**src/rtl/alu8_issuer_pkg.sv**
```systemverilog
// Shared definitions for the ALU command issuer: opcodes, FSM states, flag bit positions.
package alu8_issuer_pkg;

  localparam logic [3:0] OP_ZERO  = 4'd0;
  localparam logic [3:0] OP_AND   = 4'd1;
  localparam logic [3:0] OP_OR    = 4'd2;
  localparam logic [3:0] OP_XOR   = 4'd3;
  localparam logic [3:0] OP_ADD   = 4'd4;
  localparam logic [3:0] OP_SUB   = 4'd5;
  localparam logic [3:0] OP_NOTA  = 4'd6;
  localparam logic [3:0] OP_ONES  = 4'd7;
  localparam logic [3:0] OP_LOAD  = 4'd8;
  localparam logic [3:0] OP_READ  = 4'd9;

  localparam int FLAG_V = 2;
  localparam int FLAG_Z = 1;
  localparam int FLAG_C = 0;

  typedef enum logic [1:0] {
    IDLE = 2'd0,
    EXEC = 2'd1,
    RESP = 2'd2
  } state_e;

  // Codes 0-7 are passed straight through to the ALU sel input.
  function automatic logic is_alu_op(input logic [3:0] op);
    return (op[3] == 1'b0);
  endfunction

endpackage

```
**src/rtl/alu8_regfile.sv**
```systemverilog
// Small 8-bit register file: two asynchronous read ports, one synchronous write port.
module alu8_regfile #(
  parameter int         ADDR_W    = 2,
  parameter logic [7:0] RESET_VAL = 8'h00
) (
  input  logic              clk,
  input  logic              rst,
  input  logic              we,
  input  logic [ADDR_W-1:0] waddr,
  input  logic [7:0]        wdata,
  input  logic [ADDR_W-1:0] raddr1,
  input  logic [ADDR_W-1:0] raddr2,
  output logic [7:0]        rdata1,
  output logic [7:0]        rdata2
);

  localparam int NREGS = 1 << ADDR_W;

  logic [7:0] mem [NREGS];

  // NOTE: this array is a handful of flops, not a RAM macro, so resetting every
  // entry is cheap and required; a real SRAM would have no reset path.
  always_ff @(posedge clk) begin
    if (rst) begin
      for (int i = 0; i < NREGS; i++) mem[i] <= RESET_VAL;
    end else if (we) begin
      mem[waddr] <= wdata;
    end
  end

  assign rdata1 = mem[raddr1];
  assign rdata2 = mem[raddr2];

endmodule

```
**src/rtl/alu8_cmd_issuer.sv**
```systemverilog
// Command issuer for the external combinational 8-bit ALU: accept, execute, respond.
module alu8_cmd_issuer
  import alu8_issuer_pkg::*;
#(
  parameter int         REG_ADDR_W    = 2,
  parameter logic [7:0] REG_RESET_VAL = 8'h00
) (
  input  logic                  clk,
  input  logic                  rst,
  input  logic                  cmd_valid,
  output logic                  cmd_ready,
  input  logic [3:0]            cmd_op,
  input  logic [REG_ADDR_W-1:0] cmd_rd,
  input  logic [REG_ADDR_W-1:0] cmd_rs1,
  input  logic [REG_ADDR_W-1:0] cmd_rs2,
  input  logic [7:0]            cmd_imm,
  output logic [2:0]            alu_sel,
  output logic [7:0]            alu_a,
  output logic [7:0]            alu_b,
  input  logic [7:0]            alu_y,
  input  logic                  alu_v,
  input  logic                  alu_z,
  input  logic                  alu_c,
  output logic                  res_valid,
  input  logic                  res_ready,
  output logic [7:0]            res_data,
  output logic [2:0]            res_flags,
  output logic                  res_err
);

  state_e                state, state_nxt;
  logic [3:0]            op_q;
  logic [REG_ADDR_W-1:0] rd_q;
  logic [7:0]            imm_q;
  logic [7:0]            rf_rd1, rf_rd2;
  logic                  rf_we;
  logic [7:0]            rf_wd;

  alu8_regfile #(
    .ADDR_W    (REG_ADDR_W),
    .RESET_VAL (REG_RESET_VAL)
  ) u_regfile (
    .clk    (clk),
    .rst    (rst),
    .we     (rf_we),
    .waddr  (rd_q),
    .wdata  (rf_wd),
    .raddr1 (cmd_rs1),
    .raddr2 (cmd_rs2),
    .rdata1 (rf_rd1),
    .rdata2 (rf_rd2)
  );

  // NOTE: state and data registers use non-blocking assignments so every flop
  // samples pre-edge values regardless of block ordering.
  always_ff @(posedge clk) begin
    if (rst) state <= IDLE;
    else     state <= state_nxt;
  end

  // NOTE: every output of this block gets a default first, so no path leaves
  // a signal unassigned and no latch is inferred.
  always_comb begin
    state_nxt = state;
    cmd_ready = 1'b0;
    res_valid = 1'b0;
    rf_we     = 1'b0;
    rf_wd     = alu_y;
    unique case (state)
      IDLE: begin
        cmd_ready = 1'b1;
        if (cmd_valid) state_nxt = EXEC;
      end
      EXEC: begin
        state_nxt = RESP;
        if (is_alu_op(op_q)) begin
          rf_we = 1'b1;
          rf_wd = alu_y;
        end else if (op_q == OP_LOAD) begin
          rf_we = 1'b1;
          rf_wd = imm_q;
        end
      end
      RESP: begin
        res_valid = 1'b1;
        if (res_ready) state_nxt = IDLE;
      end
      default: state_nxt = IDLE;
    endcase
  end

  // Operands are captured at accept; the ALU output is sampled while in EXEC.
  always_ff @(posedge clk) begin
    if (rst) begin
      op_q      <= '0;
      rd_q      <= '0;
      imm_q     <= '0;
      alu_sel   <= '0;
      alu_a     <= '0;
      alu_b     <= '0;
      res_data  <= '0;
      res_flags <= '0;
      res_err   <= 1'b0;
    end else begin
      unique case (state)
        IDLE: begin
          if (cmd_valid) begin
            op_q    <= cmd_op;
            rd_q    <= cmd_rd;
            imm_q   <= cmd_imm;
            alu_a   <= rf_rd1;
            alu_b   <= rf_rd2;
            alu_sel <= is_alu_op(cmd_op) ? cmd_op[2:0] : 3'd0;
          end
        end
        EXEC: begin
          res_flags <= '0;
          res_err   <= 1'b0;
          if (is_alu_op(op_q)) begin
            res_data          <= alu_y;
            res_flags[FLAG_V] <= alu_v;
            res_flags[FLAG_Z] <= alu_z;
            res_flags[FLAG_C] <= alu_c;
          end else if (op_q == OP_LOAD) begin
            res_data          <= imm_q;
            res_flags[FLAG_Z] <= (imm_q == 8'h00);
          end else if (op_q == OP_READ) begin
            res_data <= alu_a;
          end else begin
            res_data <= 8'h00;
            res_err  <= 1'b1;
          end
        end
        RESP: begin
          if (res_ready) res_err <= 1'b0;
        end
        default: ;
      endcase
    end
  end

endmodule

```
**config.mk**
```make
export PLATFORM = sky130hd
export DESIGN_NAME = alu8_cmd_issuer
export DESIGN_NICKNAME = d
export VERILOG_FILES = /design/src/rtl/alu8_issuer_pkg.sv /design/src/rtl/alu8_regfile.sv /design/src/rtl/alu8_cmd_issuer.sv
export SDC_FILE = /design/constraint.sdc
export NUM_CORES = 1
export LEC_CHECK = 0
export ABC_CLOCK_PERIOD_IN_PS = 2800
export CAP_MARGIN = 20
export CORE_UTILIZATION = 60
export DETAILED_ROUTE_END_ITERATION = 10
export DONT_BUFFER_PORTS = 1
export PLACE_DENSITY = 0.76
export SLEW_MARGIN = 20
export SYNTH_ARGS = -nofsm -noshare
export SYNTH_HDL_FRONTEND = slang
export SYNTH_HIERARCHICAL = 1
export SYNTH_SLANG_ARGS = --single-unit
export TNS_END_PERCENT = 1
```
**constraint.sdc**
```tcl
create_clock -name clk -period 2.8 [get_ports clk]
set_clock_uncertainty 0.15 [all_clocks]
set_input_delay 0.56 -clock clk [delete_from_list [all_inputs] [get_ports clk]]
set_output_delay 0.56 -clock clk [all_outputs]
set_load 0.005 [all_outputs]
```
==> results by group <==
Worst setup path
  • Reg2reg start: op_q[3]$_SDFFE_PP0P_
  • FF-to-FF path depth: 7
  • Critical path launch point type: register
  • Worst setup EP type: register
  • R2R Setup Slk: about 0.57 ns
  • Data required time of the worst path: between 2 and 3 ns
  • Worst-path maximum fanout: 10
  • Arrival time of the worst setup path: roughly 2.1 ns
  • Crit path from: op_q[3]$_SDFFE_PP0P_
  • Worst Path Class, Setup: reg -> reg

Synth
  • Yosys top cell area share: 0.265
  • Yosys cell types: 36
  • Synth area leader: edfxtp_1
  • Share of flip-flops with an asynchronous set or reset: 0
  • Register bit count reported by yosys: 79
  • Syn_nets: 360
  • Number of synthesized flops with an enable pin: 32
  • Syn_area_per_cell: around 11 sq um
  • Yosys warns: 6
  • Most frequently used flop master after synthesis: dfxtp_1
  • Cell area after synthesis: 0.00363 sq mm
  • Area contributors post-synth: edfxtp_1, dfxtp_1, mux4_2
  • Synth Instances: 327
  • Fraction of the yosys area taken by sequential cells: 0.524

Power
  • Leakage: between 1 and 1.5 nW
  • Clock share of power: 0.343
  • Max VDD drop: 0.000450 V
  • Overall power: between 2 and 2.5 mW
  • Int Power: around 1.8 mW
  • Switching Share: 0.235
  • Sw Pwr: 0.553 mW
  • Cell Pwr Density: 611 mW/mm^2
  • Share of power burned in registers: 0.561
  • Logic gate share of total power: 0.097

STA
  • Max-slew violation count: 0
  • RSZ-0062 raised after global routing: false
  • Final critical-path required period: 2.23 ns
  • Final setup fails: 0
  • Max Clock Freq: 0.448 GHz
  • Tcrit/Tclk final: 0.798
  • Final hold vios: 0
  • Rel. slew slack: 0.678
  • Hold_ws: roughly 0.13 ns
  • Worst slew pin tran: about 0.48 ns
  • Setup TNS: 0 ns

Clock tree
  • Clock-pin slew on the worst setup and hold paths: 0.08 ns
  • Root buffer cell: clkbuf_8
  • Num CTS Buffers: 9
  • Hold buffers post-CTS: 0
  • # H-tree levels: 3
  • Worst skew pair latency: 0.34 ns
  • CTS tree: yes
  • Post-CTS setup repair buffer count: 0
  • Clock sink count: 79
  • Maximum clock path buffer count: 2
  • Post-cts resize count: 0

Drt
  • Detailed Route WL: 7670 um
  • DR iter-0 viols: 176
  • Detailed Routing Iterations Pass 1: 5
  • DR vias/cell: 6.25
  • DRC: 0
  • Post-DRT Antenna Nets: 0
  • Wire per inst: around 19 um
  • Via count: around 2.5k

Floorplan
  • Die X-Extent: about 80 um
  • Ports: 66
  • Die area: between 0.006 and 0.007 sq mm
  • Die Ht: 79.8 um
  • Initial Util: 0.639
  • Rows: 27
  • Core area: 0.00568 sq mm

Global routing
  • First-pass GRT wire length: about 12000 um
  • Largest net degree at the start of global routing: between 50 and 60
  • GRT Max-Usage Layer: met2
  • M2 GR Usage: 0.364
  • Met1 Use GR: 0.355
  • GRT overflow: 0
  • Initial antenna violation count: 0
  • Vias in the first global route: 2249
  • Met3 Use GR: 0.0480
  • All-layer global routing usage: 0.253

Flow run
  • Max Cap Viol: 0

Min path
  • Hold Crit Depth: 1
  • Hold path startpoint: rst
  • Worst Hold Class: in -> reg

Place
  • Routability congestion estimate: roughly 0.77
  • Placed Instances: 386
  • Input/output buffers: 0
  • HPWL Detailed: 5470 um

Final layout
  • Commonest non-fill, non-tap cells in the layout: nand2_1, dfxtp_1, a21oi_1
  • Share of layout cells above drive strength 1: 0.209
  • Finished Layout Cells: 402
  • N_diodes: 0
  • Commonest non-fill, non-tap cell in the layout: nand2_1
  • Area Growth Syn to Fin: 6.31%
  • Nets: 358

Run status
  • Status: finished, final reports clean
## power groups by stage
stage / Clock, mW / Combinational [mW] / Sequential, mW
floorplan: 0 / 0.202 / 1.33
global placement: 0 / 0.221 / 1.34
detailed placement: 0 / 0.226 / 1.35
CTS: 0.822 / 0.227 / 1.32
global route: 0.859 / 0.250 / 1.33
finish: 0.807 / 0.228 / 1.32
## critical path, stage by stage, from the launching register on
cell      delay, ns
dfxtp_1        0.39
nor3b_4        0.45
nand3b_4       0.22
o21ai_0        0.13
buf_4          0.18
nand2b_1       0.09
o21bai_1       0.14
buf_4          0.19
## final cells by class
type	instances	area (sq um)
clock inverters	2	10.0
multi-input cells	226	1610
well taps	72	90.1
flip-flops and latches	79	1900
inverters	2	7.51
fillers	423	1820
repair buffers	7	52.6
clock buffers	14	185
## metal layers
layer | vias up | wire length (um) | share of wire
li1 | 1163 | - | -
met1 | 1213 | 3270 | 0.43
met2 | 120 | 3550 | 0.46
met3 | 16 | 616 | 0.080
met4 | 0 | 229 | 0.030
met5 | - | 0 | 0
## sequential cells by signal (all words and copies together) (netlist names)
signal	cells
u_regfile/mem	32
alu_a	8
alu_b	8
imm_q	8
res_data	8
op_q	4
alu_sel	3
res_flags	3
rd_q	2
state	2
res_err	1
## through the flow
step	setup WS [ns]	util	cell area (sq um)
final	0.566	0.679	3860
after global routing	0.396	0.679	3860
after CTS	0.603	0.679	3860
after detailed placement	0.655	0.645	3660
after global placement	0.683	0.645	3660
after floorplan	0.552	-	3630
## synth_stat cells (2+ instances only)
cell type and count:
nand2_1 67, nand3b_1 3, edfxtp_1 32, o21ai_0 3, inv_1 2, a21oi_1 38
mux4_2 16, o21bai_1 2, and2_2 8, a31o_2 2, dfxtp_1 47, nand2b_1 3
clkbuf_1 11, mux2_2 16, buf_6 4, nor2b_1 3, and4bb_4 2, nor3_1 8
a221oi_1 7, buf_1 2, nor2_1 11, and2_1 25, clkbuf_2 2
## kinds of logic (layout without fill, tap and decap cells)
family,after synthesis,after routing,share of synthesized area
multiplexers,32,32,0.149
AND/OR/NAND/NOR,139,139,0.206
AO/OA/AOI/OAI,55,55,0.0890
flip-flops,79,79,0.524
buffers and inverters,22,25,0.0321
## worst paths after layout
check / endpoint
hold reg to reg: alu_sel[1]$_SDFFE_PP0P_
hold / removal: imm_q[5]$_SDFFE_PP0P_
setup / recovery: u_regfile/mem[0][1]$_SDFFCE_PN0P_
setup reg to reg: u_regfile/mem[0][1]$_SDFFCE_PN0P_
Note: power is estimated with default switching activity, not from simulation.
